File: src/rtl/tpu_commit_table_v.sv
// Vector commit table: grants in-order issue numbers, collects per-lane commits, retires in order.
// Optional synchronous flush port enabled by defining TPU_COMMIT_FLUSH_EN.
module tpu_commit_table_v #(
  parameter int NUM_ENTRY = 8,
  parameter int NUM_LANES = 16,
  parameter int WIDTH_NO  = $clog2(NUM_ENTRY)
) (
  input  logic                          clock,
  input  logic                          reset,
  input  logic                          I_Issue,
  input  logic [NUM_LANES-1:0]          I_En_Lane,
  output logic                          O_Issue_Ready,
  output logic [WIDTH_NO-1:0]           O_Issue_No,
  input  logic [NUM_LANES-1:0]          I_Commit,
  input  logic [NUM_LANES*WIDTH_NO-1:0] I_Commit_No,
  output logic                          O_Retire,
  output logic [WIDTH_NO-1:0]           O_Retire_No,
  output logic [WIDTH_NO:0]             O_Count,
  output logic                          O_Full,
  output logic                          O_Empty,
`ifdef TPU_COMMIT_FLUSH_EN
  input  logic                          I_Flush,
`endif
  output logic                          O_Err
);

  localparam logic [WIDTH_NO:0]   FULL_CNT = (WIDTH_NO+1)'(NUM_ENTRY);
  localparam logic [WIDTH_NO-1:0] ONE_NO   = WIDTH_NO'(1);

  logic [NUM_ENTRY-1:0] v_q, v_d;
  logic [NUM_LANES-1:0] en_lane_q [NUM_ENTRY];
  logic [NUM_LANES-1:0] en_lane_d [NUM_ENTRY];
  logic [NUM_LANES-1:0] en_commit_q [NUM_ENTRY];
  logic [NUM_LANES-1:0] en_commit_d [NUM_ENTRY];
  logic [WIDTH_NO-1:0]  wp_q, wp_d, rp_q, rp_d;
  logic [WIDTH_NO:0]    count_q, count_d;
  logic                 retire_q, retire_d;
  logic [WIDTH_NO-1:0]  retire_no_q, retire_no_d;
  logic                 err_q, err_d;
  logic                 full, issue_ok, done;
  logic [WIDTH_NO-1:0]  cno;

  assign full          = (count_q == FULL_CNT);
  assign O_Full        = full;
  assign O_Empty       = (count_q == '0);
  assign O_Issue_Ready = !full;
  assign O_Issue_No    = wp_q;
  assign O_Count       = count_q;
  assign O_Retire      = retire_q;
  assign O_Retire_No   = retire_no_q;
  assign O_Err         = err_q;

  assign issue_ok = I_Issue && !full;
  assign done     = v_q[rp_q] && ((en_commit_q[rp_q] & en_lane_q[rp_q]) == en_lane_q[rp_q]);

  always_comb begin
    v_d         = v_q;
    en_lane_d   = en_lane_q;
    en_commit_d = en_commit_q;
    wp_d        = wp_q;
    rp_d        = rp_q;
    retire_d    = 1'b0;
    retire_no_d = retire_no_q;
    err_d       = err_q;
    cno         = '0;

    if (I_Issue && full) err_d = 1'b1;

    // Commit legality is judged on pre-edge state, so a commit racing its own issue is an error.
    for (int unsigned l = 0; l < NUM_LANES; l++) begin
      cno = I_Commit_No[l*WIDTH_NO +: WIDTH_NO];
      if (I_Commit[l]) begin
        if (v_q[cno] && en_lane_q[cno][l] && !en_commit_q[cno][l]) en_commit_d[cno][l] = 1'b1;
        else err_d = 1'b1;
      end
    end

    if (done) begin
      v_d[rp_q]   = 1'b0;
      retire_d    = 1'b1;
      retire_no_d = rp_q;
      rp_d        = rp_q + ONE_NO;
    end

    if (issue_ok) begin
      v_d[wp_q]         = 1'b1;
      en_lane_d[wp_q]   = I_En_Lane;
      en_commit_d[wp_q] = '0;
      wp_d              = wp_q + ONE_NO;
    end

    count_d = count_q + (WIDTH_NO+1)'(issue_ok) - (WIDTH_NO+1)'(done);

`ifdef TPU_COMMIT_FLUSH_EN
    if (I_Flush) begin
      v_d      = '0;
      wp_d     = '0;
      rp_d     = '0;
      count_d  = '0;
      err_d    = 1'b0;
      retire_d = 1'b0;
    end
`endif
  end

  always_ff @(posedge clock) begin
    if (reset) begin
      v_q         <= '0;
      en_lane_q   <= '{default: '0};
      en_commit_q <= '{default: '0};
      wp_q        <= '0;
      rp_q        <= '0;
      count_q     <= '0;
      retire_q    <= 1'b0;
      retire_no_q <= '0;
      err_q       <= 1'b0;
    end else begin
      v_q         <= v_d;
      en_lane_q   <= en_lane_d;
      en_commit_q <= en_commit_d;
      wp_q        <= wp_d;
      rp_q        <= rp_d;
      count_q     <= count_d;
      retire_q    <= retire_d;
      retire_no_q <= retire_no_d;
      err_q       <= err_d;
    end
  end

endmodule

File: config.mk
export PLATFORM = sky130hd
export DESIGN_NAME = tpu_commit_table_v
export DESIGN_NICKNAME = d
export VERILOG_FILES = /design/src/rtl/tpu_commit_table_v.sv
export SDC_FILE = /design/constraint.sdc
export NUM_CORES = 1
export LEC_CHECK = 0
export CAP_MARGIN = 25
export CORE_MARGIN = 10
export CORE_UTILIZATION = 55
export CTS_BUF_LIST = sky130_fd_sc_hd__clkbuf_2 sky130_fd_sc_hd__clkbuf_4 sky130_fd_sc_hd__clkbuf_8
export CTS_CLUSTER_DIAMETER = 120
export DETAILED_ROUTE_END_ITERATION = 16
export GPL_ROUTABILITY_DRIVEN = 0
export PLACE_DENSITY = 0.78
export SLEW_MARGIN = 10
export SYNTH_ARGS = -nofsm -noshare
export SYNTH_HDL_FRONTEND = slang
export SYNTH_SLANG_ARGS = --single-unit
File: constraint.sdc
create_clock -name clock -period 3.42 [get_ports clock]
set_clock_uncertainty 0.05 [all_clocks]
set_input_delay 0.684 -clock clock [delete_from_list [all_inputs] [get_ports clock]]
set_output_delay 0.684 -clock clock [all_outputs]
set_load 0.005 [all_outputs]
* Word level (Yosys, flattened, before mapping) *
Index checks and enable logic that the tools add are counted.
W data, S select, Z words.

word-level totals
  bits of input ports = 83
  output and inout port bits = 15
  flip-flop bits (word level) = 279
  logic and storage cells = 440

operators by class
  magnitude comparators = 55
  bitwise gates (word level) = 40
  reductions and logical operators = 72
  multiplexer cells = 244
  equal/unequal tests = 2
  add/sub/neg operators = 4

operator list
  operator              number
  $mux W128             33
  $or A128 B128 Y128    16
  $bmux W16 S3          34
  $demux W16 S3         17
  $mux W16              10
  $and A128 B128 Y128   1
  $bwmux W128           1
  $not A128 Y128        1
  $mux W15              5
  $ge A4 B4 Y1 const B  18
  $lt A3 B4 Y1 const B  18
  $not A3 Y4            18
  $mux W14              5
  $lt A4 B1 Y1 const B  17
  $mux W13              5
  $mux W12              5
  $mux W1               58
  $mux W8               7
  $mux W11              5
  $logic_and A1 B1 Y1   54
  $bmux W1 S3           17
  $mux W10              5
  $mux W9               5
  $mux W7               5
  other kinds (18)      57

* Depth between registers and ports, before layout *
Gate-level depths: netlist of the first run.

  word-level depth = 55
  gate-level depth with buffers = 17
  mapped depth without buffers = 13

* Least setup slack after synthesis of the first run *
No wires, ideal clock.

  path kind = register -> register
  start = register rp_q[1]
  end = register count_q[2], in the netlist O_Count[2]
  stages on the path, launching flop included = 18
  arrival = 3.266 ns
  clock period less this slack = 3.443 ns
  library setup time = 0.128 ns
  path slack = -0.023 ns
  data required time = 3.242 ns
  path buffers = 4
  path through = dfxtp_1 buf_4 buf_2 buf_2 buf_2 mux4_2 nor3b_1 a31oi_1 and4_1 nand4_1 nor4_1 ha_1 inv_1 ha_1 inv_1 fa_1 xor2_1 nor2_1

on the way
  word-level cells in the longest chain between the ends = 8
  elaborated cells between the ends (all ways) = 13
  those cells by class = 1 x add/sub; 1 x eq/ne; 8 x mux; 2 x bitwise; 1 x reduce/logical

RTL lines
  what                                         line  text
  start, declared                              35    logic [WIDTH_NO-1:0] wp_q, wp_d, rp_q, rp_d;
  start signal, assigned                       122   rp_q <= rp_d;
  $not A3 Y4 (implied by the code)             54    assign done = v_q[rp_q] && ((en_commit_q[rp_q] & en_lane_q[rp_q]) == en_lane_q[rp_q]);
  $bmux W16 S3                                 54
  $mux W16 (implied by the code) (2 in a row)  54
  $and A16 B16 Y16                             54
  $eq A16 B16 Y1                               54
  $logic_and A1 B1 Y1 *                        54
  via done                                     40    logic full, issue_ok, done;
  $sub A4 B1 Y4 *                              92    count_d = count_q + (WIDTH_NO+1)'(issue_ok) - (WIDTH_NO+1)'(done);
  end signal, assigned                         123   count_q <= count_d;
  end, declared                                36    logic [WIDTH_NO:0] count_q, count_d;

Mark *: on every way through the listed nets, which the timed path passes. The rest lies on a longest branch. The select of a mux whose other input is x is not followed.
A chain may end at the register's enable or synchronous reset.

* Worst setup path after layout of the first run *
  start = register rp_q[1]
  end = register count_q[1], in the netlist O_Count[1]

Same word-level chain as after synthesis.

==> results of run 1 <==
==> kinds of logic after synthesis <==
kind of cell,synth area share
compound gates,0.1564
xor+xnor,0.001856
fa+ha+maj,0.008485
buf+inv,0.05657
flops,0.3946
mux,0.1351
simple gates,0.2471
==> power groups by stage <==
| stage | combinational, mW | clock [mW] | sequential [mW] |
|---|---|---|---|
| after floorplan | 0.783 | 0 | 3.47 |
| after global placement | 1.34 | 0 | 3.50 |
| after detailed placement | 1.36 | 0 | 3.50 |
| after CTS | 1.43 | 3.31 | 3.43 |
| after global routing | 1.57 | 3.45 | 3.44 |
| final | 1.49 | 3.30 | 3.43 |
==> worst max-delay path, stage by stage (launching register included) <==
cell,delay (ns)
dfxtp_4,0.38
buf_4,0.17
buf_12,0.15
a311o_1,0.36
a221oi_2,0.24
a31oi_1,0.09
or3_4,0.41
nor4_4,0.35
ha_1,0.30
inv_1,0.07
ha_2,0.18
inv_2,0.04
fa_2,0.50
nor2_1,0.03
==> registers in the layout (all words and copies together), names as in the netlist <==
signal       flops
rp_q             3
O_Retire_No      3
O_Retire         1
v_q              8
en_lane_q      128
O_Count          4
O_Err            1
O_Issue_No       3
en_commit_q    128
==> metal layers <==
layer | wire length, um | GRT usage | vias up
li1 | - | - | 6124
met5 | 0 | 0 | -
met3 | 6295 | 0.06426 | 194
met1 | 18280 | 0.3631 | 6440
met4 | 2656 | 0.1427 | 0
met2 | 21260 | 0.4390 | 913
==> stage by stage <==
stage / cell area (um2) / setup WS, ns / std cells
floorplan: 14170 / 0.03918 / 1650
global placement: 15750 / -0.1148 / 2041
detailed placement: 15750 / -0.1652 / 2041
CTS: 16930 / -0.02581 / 2131
global route: 16980 / -0.1048 / 2136
finish: 16980 / -0.04606 / 2136
==> repair_timing <==
item                                    in CTS  in global routing
buffers inserted                             5                  5
gates resized for setup                     20                  5
pin swaps                                    4                  6
endpoints found under the setup margin       3                  3
==> placed cells by master (no fill, tap or decap), types with 26 or more instances in the layout <==
cell type	synthesis	routed
a21oi_1	120	120
a31oi_1	56	56
buf_4	7	93
clkbuf_8	0	63
clkdlybuf4s50_1	0	96
dfxtp_1	279	276
inv_1	59	58
mux2i_1	65	65
mux4_2	51	51
nand2_1	226	226
nand2b_1	43	43
nand3_1	32	32
nand4b_1	26	26
nor2_1	191	187
nor3_1	36	34
nor3b_1	33	33
o21a_1	58	58
o21ai_0	38	35
==> cell type report <==
| class | instances | area, um2 | share of cell area |
|---|---|---|---|
| multi-input cells | 1181 | 7831 | 0.4613 |
| flip-flops and latches | 279 | 5594 | 0.3296 |
| repair buffers | 201 | 1859 | 0.1095 |
| clock buffers | 72 | 934.6 | 0.05506 |
| well taps | 330 | 412.9 | 0.02432 |
| inverters | 60 | 225.2 | 0.01327 |
| clock inverters | 13 | 117.6 | 0.006929 |
==> final timing paths <==
check / end / depth (start not counted) / slack [ns]
worst min-delay path: en_lane_q[6] / 2 / 0.41
worst max register to register: O_Count[1] / 13 / -0.05
worst max-delay path: O_Count[1] / 13 / -0.05
worst min register to register: en_lane_q[6] / 2 / 0.41
==> summary.md, run 1 <==
| Metric | Value |
|---|---|
| R2r startpoint | rp_q[1] |
| Site Rows | 58 |
| Synth unique cells | 68 |
| Core Util, Final | 0.6722 |
| Pwr Total | 8.217 mW |
| Die H | 180.4 um |
| CTS Buffer Depth | 3 |
| Layout cells sized above 1 | 0.1528 |
| CTS root buffer | clkbuf_8 |
| Number of clock sinks | 279 |
| Via count of the first global-routing pass | 13.06k |
| First-pass GRT wire length | 74.24 mm |
| DRT iter0 DRCs | 1860 |
| Antenna-violating nets left | 0 |
| Hold buffers post-CTS | 0 |
| Final WS setup | -0.04606 ns |
| Crit Path Category | flip-flop to flip-flop |
| Status | finished with violations |
| Routed vias | 13.67k |
| Worst path arrival time | 3.86 ns |
| Most frequent cells after synthesis | 279 x dfxtp_1, 226 x nand2_1, 191 x nor2_1 |
| Worst-Margin Slew | 0.7032 ns |
| Failing checks | setup timing |
| Pin count of the biggest net entering global routing | 52 |
| Worst hold path class | flip-flop to flip-flop |
| Slew HR | 0.5312 |
| Syn-to-layout area delta | 19.91% |
| Die area | 0.03256 mm2 |
| Depth of the CTS H-tree | 2 |
| CP max FO | 16 |
| Post-Syn Nets | 1742 |
| ANT cells | 0 |
| Max-cap check violation count | 0 |
| EDFF count, synth | 0 |
| Final hold vios | 0 |
| First-pass DRT Iterations | 5 |
| HP Start | en_lane_q[6] |
| Yosys top cell area share | 0.3946 |
| Sw Ratio | 0.2846 |
| CTS tree | done |
| Total global-route track usage | 0.2831 |
| Vias per inst | 6.400 |
| Final setup fails | 3 |
| CTS Buf Count | 46 |
| Combinational share of power | 0.181 |
| Startpoint types | flip-flop |
| Async SR Flop Fraction | 0 |
| Seq cells post-synth | 279 |
| Initial core utilization | 0.5605 |
| HPWL Detailed | 32.86 mm |
| Fillers | 2027 |
| Pint | 5.878 mW |
| Overflow after GRT | 0 |
| Io pins | 98 |
| Remaining DRCs | 0 |
| Setup TNS | -0.09823 ns |
| Cells after synthesis | 1650 |
| Synthesized area | 0.01416 mm2 |
| Final worst path period share | 1.013 |
| Max Fclk | 0.2885 GHz |
| Initial antenna violation count | 0 |
| Sequential-to-total area share from yosys stat | 0.3946 |
| Mean routed wirelength per cell | 22.70 um |
| IO Port Bufs | 97 |
| Die width | 180.4 um |
| Ys Warns | 0 |
| Final wirelength | 48.49 mm |
| NumNets Final | 1861 |
| Slew Limit Fails | 0 |
| P_leak | 5.918 nW |
| Top cells by area, synth | dfxtp_1 39%, mux4_2 8.1%, nand2_1 6.0% |
| Hold WS | 0.4071 ns |
| Worst-skew pair later-pin latency | 0.59 ns |
| CP Capture Type | flip-flop |
| Crit. Startpoint | rp_q[1] |
| CP Data Required Time | 3.81 ns |
| Clk pin slew, worst setup/hold paths | 0.07 ns |
| Peak supply drop | 0.0003513 V |
| Largest area contributor in the netlist | dfxtp_1 |
| Clk network pwr share | 0.401 |
| Sequential power share | 0.418 |
| Syn_area_per_cell | 8.579 um2 |
| Core footprint | 0.02525 mm2 |
| Power per cell area | 484.0 mW/mm2 |
| Ys flop type | dfxtp_1 |
| Final min period | 3.466 ns |
| Net Sw Power | 2.339 mW |
| RSZ-0062 raised after global routing | yes |
| Top-count cell post-synth | dfxtp_1 |
Power figures use the tool's default switching activity.
==> inputs of run 2 (changes only) <==
Settings changed: SLEW_MARGIN 10 to not set.
==> results of run 2 <==
No change in the layout: final DEF, timing and power equal those of run 1.
==> inputs of run 3 (changes only) <==
Settings changed: SETUP_SLACK_MARGIN set to 0.5.
==> run 3 against run 2 <==
  * The flow now finishes without violations
  * Combinational power is 5% higher
  * Critical path depth is 1 higher
  * Hold slack worse by 0.0033 ns
  * Worst setup slack better by 0.11 ns
  * Sequential power hardly changed
  * Power is 0.34% lower
  * Register-to-register slack better by 0.11 ns
  * Die area stayed put
  * First-iteration DRC count is 7.5% higher
  * Core utilization is 0.43 points higher
  * Fmax is 3.2% higher
  * Non-clock buffer count is 1 lower
  * Critical endpoint unchanged
  * Highest routed layer unchanged
==> summary.md, run 3 (synthesis results as in run 1) <==
| Metric | Value |
|---|---|
| Leading cell types in the layout, fill and taps excluded | 276 x dfxtp_1, 226 x nand2_1, 186 x nor2_1 |
| Mean routed wirelength per cell | 22.95 um |
| Layout cells sized above 1 | 0.1640 |
| CTS Buffer Depth | 3 |
| Worst-Margin Slew | 0.7577 ns |
| R2r startpoint | rp_q[0] |
| Number of clock sinks | 279 |
| Site Rows | 58 |
| Power per cell area | 479.4 mW/mm2 |
| Final min period | 3.358 ns |
| Hold endpoint | en_lane_q[38] |
| Cell mode on critical path | ha_4 |
| CTS tree | done |
| CP Capture Type | flip-flop |
| Max-cap check violation count | 0 |
| WP buf/inv | 5 |
| Final hold vios | 0 |
| Largest registers | en_commit_q (128), en_lane_q (128), v_q (8) |
| Hold buffers post-CTS | 0 |
| Overflow after GRT | 0 |
| Syn-to-layout area delta | 20.67% |
| Net Sw Power | 2.367 mW |
| Area post-placement | 0.01571 mm2 |
| First-pass GRT wire length | 75.61 mm |
| Final setup fails | 0 |
| HP Start | en_lane_q[38] |
| Slew Limit Fails | 0 |
| Worst-path cell chain | buf_6, buf_12, a311o_1, a221oi_2, a31oi_2, or3_1, nor4_2, buf_4, ha_4, inv_4, ha_4, inv_2, fa_2, nor2_1 |
| Crit Path Category | flip-flop to flip-flop |
| Final WS setup | 0.06168 ns |
| Status | finished, final reports clean |
| Slew HR | 0.4930 |
| RSZ-0062 raised after global routing | yes |
| CP top delay family | adder cells |
| CTS root buffer | clkbuf_8 |
| Worst stage delay on the critical path | 0.51 ns |
| CTS Buf Count | 46 |
| Routed vias | 13.80k |
| Flop2flop setup slack | 0.06 ns |
| Worst-skew pair later-pin latency | 0.58 ns |
| Worst slack at placement | -0.03752 ns |
| Depth of the CTS H-tree | 2 |
| DRT iter0 DRCs | 1999 |
| Peak supply drop | 0.0003682 V |
| Pin count of the biggest net entering global routing | 42 |
| Fillers | 1989 |
| Worst path arrival time | 3.73 ns |
| Startpoint types | flip-flop |
| Combinational share of power | 0.192 |
| Worst hold path class | flip-flop to flip-flop |
| First-pass DRT Iterations | 6 |
| Max Fclk | 0.2978 GHz |
| Finished Cell Area | 0.01708 mm2 |
| Die width | 180.4 um |
| Final worst path period share | 0.9820 |
| NumNets Final | 1860 |
| Via count of the first global-routing pass | 13.20k |
| Pint | 5.822 mW |
| Clk network pwr share | 0.389 |
| IO Port Bufs | 97 |
| Sequential power share | 0.419 |
| Slowest cell on crit path | fa_2 |
| CP Data Required Time | 3.79 ns |
| Io pins | 98 |
| CP max FO | 6 |
| Total global-route track usage | 0.2873 |
| Antenna-violating nets left | 0 |
| HPWL Detailed | 33.15 mm |
| P_leak | 5.920 nW |
| Commonest non-fill, non-tap cell in the layout | dfxtp_1 |
| Remaining DRCs | 0 |
| Initial core utilization | 0.5605 |
| Core Util, Final | 0.6764 |
| R2R depth | 14 |
| Vias per inst | 6.462 |
| Terminus of the critical flop-to-flop path | O_Count[1] |
| Final wirelength | 48.99 mm |
| Initial antenna violation count | 0 |
| Worst Hold Depth | 2 |
| Die area | 0.03256 mm2 |
| Clk pin slew, worst setup/hold paths | 0.06 ns |
| ANT cells | 0 |
| Die H | 180.4 um |
| Sw Ratio | 0.2891 |
| Core footprint | 0.02525 mm2 |
-- run 3: cell count changes in the layout (fill, tap and decap cells not counted), moves of 3 or more --
cell | before | now
mux2i_2 | 0 | 3
clkbuf_4 | 9 | 12
a211oi_2 | 0 | 5
ha_4 | 0 | 3
a211oi_1 | 6 | 1
buf_4 | 93 | 89
mux2i_1 | 65 | 62
-- run 3: cell type report --
cell class                      count  area (um2)  share of cell area
Tap cell                          330       412.9             0.02417
Multi-Input combinational cell   1181        7948              0.4652
Clock inverter                      9       45.04            0.002637
Timing Repair Buffer              200        1884              0.1103
Clock buffer                       76       970.9             0.05684
Inverter                           60       227.7             0.01333
Sequential cell                   279        5594              0.3275
-- run 3: power groups by stage --
stage | sequential [mW] | combinational [mW] | clock, mW
4_1_cts | 3.43 | 1.51 | 3.20
2_1_floorplan | 3.47 | 0.793 | 0
3_5_place_dp | 3.51 | 1.36 | 0
3_3_place_gp | 3.50 | 1.34 | 0
6_report | 3.43 | 1.57 | 3.19
5_1_grt | 3.44 | 1.65 | 3.34
-- run 3: how the worst max path moves through the flow --
| stage | from | to | slack, ns | depth (start not counted) |
|---|---|---|---|---|
| after floorplan | rp_q[0] | O_Count[1] | 0.20 | 15 |
| after global placement | rp_q[0] | O_Count[1] | 0.01 | 14 |
| after detailed placement | rp_q[0] | O_Count[1] | -0.04 | 14 |
| after CTS | rp_q[0] | O_Count[1] | 0.09 | 14 |
| after global routing | rp_q[0] | O_Count[2] | -0.002 | 16 |
| final | rp_q[0] | O_Count[1] | 0.06 | 14 |
-- run 3: worst register-to-register path, stage by stage (launching register included) --
cell	delay [ns]
dfxtp_4	0.36
buf_6	0.14
buf_12	0.14
a311o_1	0.38
a221oi_2	0.27
a31oi_2	0.09
or3_1	0.42
nor4_2	0.25
buf_4	0.17
ha_4	0.20
inv_4	0.06
ha_4	0.13
inv_2	0.04
fa_2	0.51
nor2_1	0.04
-- run 3: repair_timing --
action / in CTS / in global routing
endpoints found under the setup margin: 18 / 19
cloned: 1 / 0
resized for setup: 33 / 9
buffers inserted: 15 / 2
pin swaps: 19 / 7
-- run 3: metal layers --
| layer | GRT usage | wire, um |
|---|---|---|
| met1 | 0.3592 | 18190 |
| met2 | 0.4492 | 21780 |
| met3 | 0.07711 | 6445 |
| met4 | 0.1421 | 2577 |
| met5 | 0 | 0 |
-- run 3: metrics by stage --
stage	power [mW]	instances	hold WS [ns]	TNS [ns]
2_1_floorplan	4.261	1650	0.3780	0
3_3_place_gp	4.838	2032	0.3912	0
3_5_place_dp	4.870	2032	0.3967	-0.06746
4_1_cts	8.132	2133	0.4054	0
5_1_grt	8.442	2135	0.4302	-0.002185
6_report	8.189	2135	0.4038	0
